--- config.mk ---
export PLATFORM = sky130hd
export DESIGN_NAME = fifo_wr_arbiter_flat
export DESIGN_NICKNAME = d
export VERILOG_FILES = /design/src/rtl/fifo_wr_arbiter_if.sv /design/src/rtl/fifo_wr_arbiter.sv /design/src/flat_wrapper.sv
export SDC_FILE = /design/constraint.sdc
export NUM_CORES = 1
export LEC_CHECK = 0
export ABC_CLOCK_PERIOD_IN_PS = 7000
export CAP_MARGIN = 20
export CORE_ASPECT_RATIO = 1.75
export CORE_MARGIN = 1.5
export CORE_UTILIZATION = 44
export DETAILED_ROUTE_END_ITERATION = 8
export PLACE_DENSITY = 0.84
export SETUP_SLACK_MARGIN = 0.02
export SYNTH_ARGS = -nofsm -noshare
export SYNTH_HDL_FRONTEND = slang
export SYNTH_SLANG_ARGS = --single-unit
export TNS_END_PERCENT = 50
--- constraint.sdc ---
create_clock -name clk -period 7 [get_ports clk]
set_input_delay 1.4 -clock clk [delete_from_list [all_inputs] [get_ports clk]]
set_output_delay 1.4 -clock clk [all_outputs]
set_load 0.02 [all_outputs]
--- src/rtl/fifo_wr_arbiter_if.sv ---
// Write-side bundle between NUM_REQ producers, the arbiter and a shared FIFO.
// The slave modport is the arbiter; master is the producer/FIFO side.
interface fifo_wr_arbiter_if #(
  parameter int DATA_WIDTH = 8,
  parameter int NUM_REQ    = 4
);
  localparam int OWNER_W = (NUM_REQ > 1) ? $clog2(NUM_REQ) : 1;

  logic [NUM_REQ-1:0]            req;
  logic [NUM_REQ*DATA_WIDTH-1:0] req_data;
  logic [NUM_REQ-1:0]            gnt;
  logic                          fifo_full;
  logic                          fifo_wr_en;
  logic [DATA_WIDTH-1:0]         fifo_wdata;
  logic [OWNER_W-1:0]            owner;

  modport slave (
    input  req, req_data, fifo_full,
    output gnt, fifo_wr_en, fifo_wdata, owner
  );

  modport master (
    output req, req_data, fifo_full,
    input  gnt, fifo_wr_en, fifo_wdata, owner
  );
endinterface

--- src/rtl/fifo_wr_arbiter.sv ---
// Round-robin write arbiter in front of a shared synchronous FIFO.
// Grants are combinational (zero-cycle); owner and burst count are registered.
// A granted producer may keep the port for up to MAX_BURST consecutive writes;
// a full FIFO stalls everything without breaking the burst.
module fifo_wr_arbiter #(
  parameter int DATA_WIDTH = 8,
  parameter int NUM_REQ    = 4,
  parameter int MAX_BURST  = 2,
  localparam int OWNER_W   = (NUM_REQ > 1) ? $clog2(NUM_REQ) : 1
) (
  input  logic              clk,
  input  logic              rst_n,
  fifo_wr_arbiter_if.slave  bus
);

  localparam int BCNT_W = (MAX_BURST > 0) ? $clog2(MAX_BURST + 1) : 1;
  localparam logic [BCNT_W-1:0]  BURST_MAX   = BCNT_W'(MAX_BURST);
  localparam logic [OWNER_W-1:0] OWNER_RESET = OWNER_W'(NUM_REQ - 1);

  logic [OWNER_W-1:0]    owner_q;
  logic [BCNT_W-1:0]     burst_cnt;

  logic [OWNER_W-1:0]    win;
  logic                  grant_any;
  logic                  burst_cont;
  logic [NUM_REQ-1:0]    gnt_c;
  logic [DATA_WIDTH-1:0] wdata_c;

  // Grant decision: continue the current burst if allowed, else rotate from owner+1.
  always_comb begin
    logic                found;
    logic [OWNER_W-1:0]  cand;
    win        = owner_q;
    grant_any  = 1'b0;
    burst_cont = 1'b0;
    found      = 1'b0;
    cand       = '0;
    if (rst_n && !bus.fifo_full) begin
      if ((burst_cnt != '0) && (burst_cnt < BURST_MAX) && bus.req[owner_q]) begin
        win        = owner_q;
        grant_any  = 1'b1;
        burst_cont = 1'b1;
      end else begin
        // Owner itself is the last candidate (k == NUM_REQ wraps back to it).
        for (int k = 1; k <= NUM_REQ; k++) begin
          cand = OWNER_W'((int'(owner_q) + k) % NUM_REQ);
          if (!found && bus.req[cand]) begin
            found = 1'b1;
            win   = cand;
          end
        end
        grant_any = found;
      end
    end
  end

  // One-hot grant and the muxed write word; both zero when nobody is granted.
  always_comb begin
    gnt_c   = '0;
    wdata_c = '0;
    if (grant_any) begin
      gnt_c[win] = 1'b1;
      wdata_c    = bus.req_data[int'(win)*DATA_WIDTH +: DATA_WIDTH];
    end
  end

  // Ownership and burst tracking; a full FIFO freezes both so the burst survives backpressure.
  always_ff @(posedge clk or negedge rst_n) begin
    if (!rst_n) begin
      owner_q   <= OWNER_RESET;
      burst_cnt <= '0;
    end else if (!bus.fifo_full) begin
      if (grant_any) begin
        owner_q   <= win;
        burst_cnt <= burst_cont ? (burst_cnt + 1'b1) : BCNT_W'(1);
      end else begin
        burst_cnt <= '0;
      end
    end
  end

  assign bus.gnt        = gnt_c;
  assign bus.fifo_wr_en = grant_any;
  assign bus.fifo_wdata = wdata_c;
  assign bus.owner      = owner_q;

endmodule

--- src/flat_wrapper.sv ---
// flat-port wrapper written by rule: the top's interface ports become plain ports
module fifo_wr_arbiter_flat 
#(
  parameter int DATA_WIDTH = 8,
  parameter int NUM_REQ    = 4,
  parameter int MAX_BURST  = 2,
  localparam int OWNER_W   = (NUM_REQ > 1) ? $clog2(NUM_REQ) : 1
)
  (clk, rst_n, bus_req, bus_req_data, bus_fifo_full, bus_gnt, bus_fifo_wr_en, bus_fifo_wdata, bus_owner);
  fifo_wr_arbiter_if #(.DATA_WIDTH(DATA_WIDTH), .NUM_REQ(NUM_REQ)) bus_i ();
  input  logic clk;
  input  logic rst_n;
  input wire logic [$bits(bus_i.req)-1:0] bus_req;
  input wire logic [$bits(bus_i.req_data)-1:0] bus_req_data;
  input wire logic [$bits(bus_i.fifo_full)-1:0] bus_fifo_full;
  output wire logic [$bits(bus_i.gnt)-1:0] bus_gnt;
  output wire logic [$bits(bus_i.fifo_wr_en)-1:0] bus_fifo_wr_en;
  output wire logic [$bits(bus_i.fifo_wdata)-1:0] bus_fifo_wdata;
  output wire logic [$bits(bus_i.owner)-1:0] bus_owner;
  assign bus_i.req = bus_req;
  assign bus_i.req_data = bus_req_data;
  assign bus_i.fifo_full = bus_fifo_full;
  assign bus_gnt = bus_i.gnt;
  assign bus_fifo_wr_en = bus_i.fifo_wr_en;
  assign bus_fifo_wdata = bus_i.fifo_wdata;
  assign bus_owner = bus_i.owner;
  fifo_wr_arbiter #(.DATA_WIDTH(DATA_WIDTH), .NUM_REQ(NUM_REQ), .MAX_BURST(MAX_BURST)) u_core (.clk(clk), .rst_n(rst_n), .bus(bus_i));
endmodule
Word-level counts from Yosys, hierarchy flattened
Index checks and enable logic that the tools add are counted.
{"block": "classes", "n_addsub": 5, "n_mul": 0, "div_mod_pow": 0, "order_cmp": 8, "n_eq_ne": 0, "shift": 1, "mux": 36, "n_bitwise": 1, "reduce_logical": 13}
{"operator": "variable part select 32 x 6 -> 8 bit", "count": 1}
{"operator": "two-way mux 1 bit", "count": 20}
{"operator": "less-than comparator 2 x 3 -> 1 bit, second input constant", "count": 6}
{"operator": "two-way mux 2 bit", "count": 8}
{"operator": "binary-select mux 1 bit (select 2 bit)", "count": 5}
{"operator": "two-way mux 8 bit", "count": 1}
{"operator": "logical AND 1 bit", "count": 7}
{"operator": "adder 2 x 1 -> 2 bit, second input constant", "count": 3}
{"operator": "adder 2 bit, second input constant", "count": 2}
{"operator": "logical NOT 1 bit", "count": 4}
{"operator": "two-way mux 4 bit", "count": 1}
{"operator": "demux 1 bit (select 2 bit)", "count": 1}
{"operator": ">= comparator 2 x 1 -> 1 bit, second input constant", "count": 1}
{"operator": "less-than comparator 2 bit, second input constant", "count": 1}
{"operator": "AND reduction 2 bit", "count": 1}
{"operator": "nonzero test 2 bit", "count": 1}
{"operator": "inverter 1 bit", "count": 1}
{"block": "word_totals", "register_bits": 4, "latchBits": 0, "ram_bits": 0, "romBits": 0, "inputBits": 39, "out_inout_bits": 15, "wordCells": 66, "n_memories": 0}

Longest topological paths before layout
{"block": "depth", "depth_word": 26, "depth_mapped": 9}

Least setup slack after synthesis
No wires, ideal clock.
{"block": "synth_timing", "path_type": "input port to output port", "start": "input port bus_req[3]", "end": "output port bus_fifo_wdata[0]", "arrival_time_ns": 3.262, "required_ns": 5.600, "path_slack_ns": 2.338, "cell_stages": 8, "n_path_buf": 2, "cell_sequence": "mux4_2 -> nor2_2 -> a31o_1 -> buf_4 -> a21oi_2 -> or4_4 -> buf_6 -> o22ai_1"}
{"block": "synth_between", "elab_chain_cells": 22, "word_cells_on_any_way": 37, "cone_classes": "shift: 1; mux: 29; reduce/logical: 7"}
{"element": "start: declaration", "line_no": "flat_wrapper.sv:13", "text": "input wire logic [$bits(bus_i.req)-1:0] bus_req;"}
{"element": "binary-select mux 1 bit (select 2 bit)", "line_no": "fifo_wr_arbiter.sv:47", "text": "if (!found && bus.req[cand]) begin"}
{"element": "two-way mux 1 bit (implied by the code)", "line_no": "fifo_wr_arbiter.sv:47"}
{"element": "two-way mux 1 bit", "line_no": "fifo_wr_arbiter.sv:47"}
{"element": "two-way mux 1 bit", "line_no": "fifo_wr_arbiter.sv:39", "text": "if ((burst_cnt != '0) && (burst_cnt < BURST_MAX) && bus.req[owner_q]) begin"}
{"element": "two-way mux 1 bit", "line_no": "fifo_wr_arbiter.sv:38", "text": "if (rst_n && !bus.fifo_full) begin"}
{"element": "logical NOT 1 bit", "line_no": "fifo_wr_arbiter.sv:47"}
{"element": "logical AND 1 bit", "line_no": "fifo_wr_arbiter.sv:47"}
{"element": "two-way mux 1 bit", "line_no": "fifo_wr_arbiter.sv:47"}
{"element": "(+6 left out)"}
{"element": "two-way mux 1 bit", "line_no": "fifo_wr_arbiter.sv:38"}
{"element": "logical NOT 1 bit", "line_no": "fifo_wr_arbiter.sv:47"}
{"element": "logical AND 1 bit", "line_no": "fifo_wr_arbiter.sv:47"}
{"element": "two-way mux 2 bit", "line_no": "fifo_wr_arbiter.sv:47"}
{"element": "two-way mux 2 bit", "line_no": "fifo_wr_arbiter.sv:39"}
{"element": "two-way mux 2 bit", "line_no": "fifo_wr_arbiter.sv:38"}
{"element": "variable part select 32 x 6 -> 8 bit", "line_no": "fifo_wr_arbiter.sv:63", "text": "wdata_c = bus.req_data[int'(win)*DATA_WIDTH +: DATA_WIDTH];"}
{"element": "two-way mux 8 bit *", "line_no": "fifo_wr_arbiter.sv:61", "text": "if (grant_any) begin"}
{"element": "end: declaration", "line_no": "flat_wrapper.sv:18", "text": "output wire logic [$bits(bus_i.fifo_wdata)-1:0] bus_fifo_wdata;"}
Mark *: on every way between the ends. The rest lies on a longest branch, timed or not. The select of a mux whose other input is x is not followed.

Worst setup path after layout
{"block": "layout_timing", "start": "input port bus_req[3]", "end": "output port bus_fifo_wdata[4]"}
Same word-level chain as after synthesis.

==> key figures <==
Run status
  – Status: finished clean

Layout
  – Ratio of cells with drive above 1 in the final layout: 8.33%
  – Design Area, Final: 1630 um2
  – Non-Filler Instances: 241
  – Final #Nets: 257
  – Area grow syn2layout: 50.1%
  – Final core utilization: 70.7%
  – # diodes: 0

Logic synthesis
  – Synthesis Warnings: 0
  – Synth top area cells: nand2_1 18%, a311oi_1 13%, a22oi_1 11%
  – Post-synthesis sequential area ratio: 9.46%
  – Average size of a mapped cell: 6.31 um2
  – Post-synth cell types: 39
  – Area leader, netlist: nand2_1
  – Post-synth top area share: 17.6%
  – Syn Nets: 212
  – Post-synth EDFFs: 0
  – Yosys reg bits: 4
  – Cell count after synthesis: 172
  – Synthesized area: 1080 um2
  – Post-synthesis async set-or-reset flop share: 100%
  – Synth Flop Type: dfstp_2

Timing
  – Max-slew violation count: 0
  – Maximum clock frequency: 160 MHz
  – Final worst slack: 744 ps
  – Setup TNS: 0 ps
  – Period utilization: 89.4%
  – RSZ-0062 raised after global routing: false
  – Worst Skew: 4.33 ps
  – Worst slew pin tran: 1020 ps
  – Rel. slew slack: 32.0%
  – # setup viols final: 0
  – Final hold vios: 0
  – Post-layout min period: 6260 ps

Flow run
  – Max-cap violations: 0

Floorplanning
  – Die H: 68.7 um
  – Overall die area: 2780 um2
  – Row Count: 23
  – Starting density of the core: 47.1%
  – Die width: 40.5 um
  – Ports: 54
  – Core area: 2300 um2

Power
  – Reg power frac: 14.3%
  – PwrDens: 335 nW/um2
  – Switching Share: 54.4%
  – Peak VDD IR: 0.189 mV
  – Power share of the clock group: 9.4%
  – Internal power: 0.248 mW
  – Net Switching: 0.296 mW
  – Leak Pwr: 0.598 nW
  – Comb power frac: 76.3%

Place
  – Pre-CTS setup slack: 786 ps
  – Placed Area: 1580 um2
  – DP Wirelength: 2.69 mm
  – Post-placement cell count: 237
  – RD Place Congestion: 0.789
  – PortBufs: 53

Global route
  – Grt total ovfl: 0
  – First-pass GRT wire length: 5.79 mm
  – Vias in the first global route: 1,505
  – Initial antenna violation count: 0
  – All-layer global routing usage: 28.3%
  – Largest net degree at the start of global routing: 45

Setup path
  – Crit start category: input port
  – Register-to-Register Path Depth: 7
  – Arrival time of the worst setup path: 4860 ps
  – Delay-heaviest family, CP: compound AO/OA/AOI/OAI gates
  – Slowest-stage cell, CP: a31oi_2
  – Kind of end point of the critical path: output port
  – Max incr delay on CP: 770 ps
  – Crit path cell chain: clkdlybuf4s50_1 > nor3_1 > a211oi_1 > a31oi_2 > a2111oi_2 > o21ai_1 > o22ai_1 > clkdlybuf4s50_1
  – WP buf/inv: 2
  – Crit-path most repeated cell: clkdlybuf4s50_1
  – Max FO, Critical Path: 18
  – Cell count along the critical path: 8
  – Critical path class: input port to output port
  – WP data required: 5600 ps

Route
  – Highest routed layer: met4
  – Residual DRC: 0
  – Vias: 1,549
  – TritonRoute pass-1 iters: 5
  – Wire per inst: 15.3 um
  – Met3 wire length: 225 um
  – Number of nets with antenna violations after routing: 0
  – Total Wirelength: 3.68 mm
  – Met2 wire length: 2.00 mm
  – DRT met1 WL: 1.36 mm
  – Vias/cell: 6.43
  – Starting DRT DRC Count: 59

Worst hold path
  – Hold depth: 1
  – Hold WC Path Type: register to register

Clock tree
  – Post-CTS setup buffer count: 0
  – Total CTS buffers: 3
  – H-tree depth: 1
  – # hold bufs at CTS: 0
  – Root buffer cell: clkbuf_8
  – Clock-pin slew of the registers on the worst-case setup and hold paths: 40 ps
  – CTS tree: done
  – Clk Latency, worst-skew pair: 220 ps
  – Deepest clock path buffer count: 2
  – CTS sink cnt: 4
  – Resized Gates After CTS: 0
flip-flops by register name, indices dropped and copies added (netlist names):
name,count
u_core.burst_cnt,2
u_core.bus.owner,2
per-stage QoR:
stage	power, mW	hold slack (ps)
after floorplan	0.371	463
after global placement	0.474	484
after detailed placement	0.485	481
after CTS	0.539	488
after global routing	0.586	506
final	0.545	481
worst paths after layout:
check / startpoint / end / slack, ps
worst max-delay path: bus_req[3] / bus_fifo_wdata[4] / 740
worst min-delay path: u_core.burst_cnt[1] / u_core.burst_cnt[1] / 480
worst max register to register: u_core.bus.owner[0] / u_core.bus.owner[0] / 3640
worst min register to register: u_core.burst_cnt[1] / u_core.burst_cnt[1] / 480
max in group asynchronous: rst_n / u_core.bus.owner[1] / 5330
min in group asynchronous: rst_n / u_core.burst_cnt[0] / 1410
logic make-up (layout without fill, tap and decap cells):
kind of cell             Yosys count  in the layout  share of synthesized area [%]
multiplexers                       1              1                           2.08
flip-flops                         4              4                           9.46
XOR/XNOR                           1              1                          0.808
AO/OA/AOI/OAI                     57             57                           42.7
adder cells (fa/ha/maj)            1              1                           1.15
buffers and inverters             20             64                           9.00
AND/OR/NAND/NOR                   88             88                           34.8
cells in the mapped netlist (2+ instances only):
cell / n
nand2_1: 51
nor3_1: 18
a22oi_1: 16
a311oi_1: 16
nor2_1: 12
clkbuf_1: 9
o22ai_1: 6
inv_1: 4
a21oi_1: 3
buf_2: 3
buf_6: 2
dfrtp_1: 2
dfstp_2: 2
nor2_2: 2
o22ai_2: 2
worst reg2reg max path: stages (launching register included):
cell and delay (ps):
dfstp_2 1010, inv_1 700, o311a_1 570, o21ai_2 120, buf_4 240, nor2_2 190
xnor2_1 370, inv_2 80
area by class of cell:
cell class / count / area [um2]
clock buffer: 4 / 45.0
fill: 200 / 674
inverter: 5 / 18.8
multi-input combinational: 148 / 885
sequential: 4 / 103
tap: 25 / 31.3
timing repair buffer: 55 / 546
power by group through the flow:
stage          Clock, mW  Sequential, mW  Combinational, mW
2_1_floorplan          0          0.0506              0.320
3_3_place_gp           0          0.0763              0.397
3_5_place_dp           0          0.0772              0.408
4_1_cts           0.0528          0.0764              0.409
5_1_grt           0.0544          0.0823              0.449
6_report          0.0514          0.0779              0.415
layer usage:
metal  vias up  global-route usage, %
met1       717                   26.1
met4         0                   14.2
met5         -                      0
met3        11                   4.81
met2        78                   54.2
li1        743                      -
layout by cell type (no fill, tap or decap), types with 2 or more instances in the layout:
| cell | count |
|---|---|
| a21oi_1 | 3 |
| a22oi_1 | 16 |
| a311oi_1 | 16 |
| buf_4 | 2 |
| clkbuf_8 | 3 |
| clkdlybuf4s50_1 | 53 |
| dfrtp_1 | 2 |
| dfstp_2 | 2 |
| inv_1 | 4 |
| nand2_1 | 51 |
| nor2_1 | 12 |
| nor2_2 | 2 |
| nor3_1 | 18 |
| o22ai_1 | 6 |
| o22ai_2 | 2 |
No activity file was read; power rests on OpenSTA's default activity.
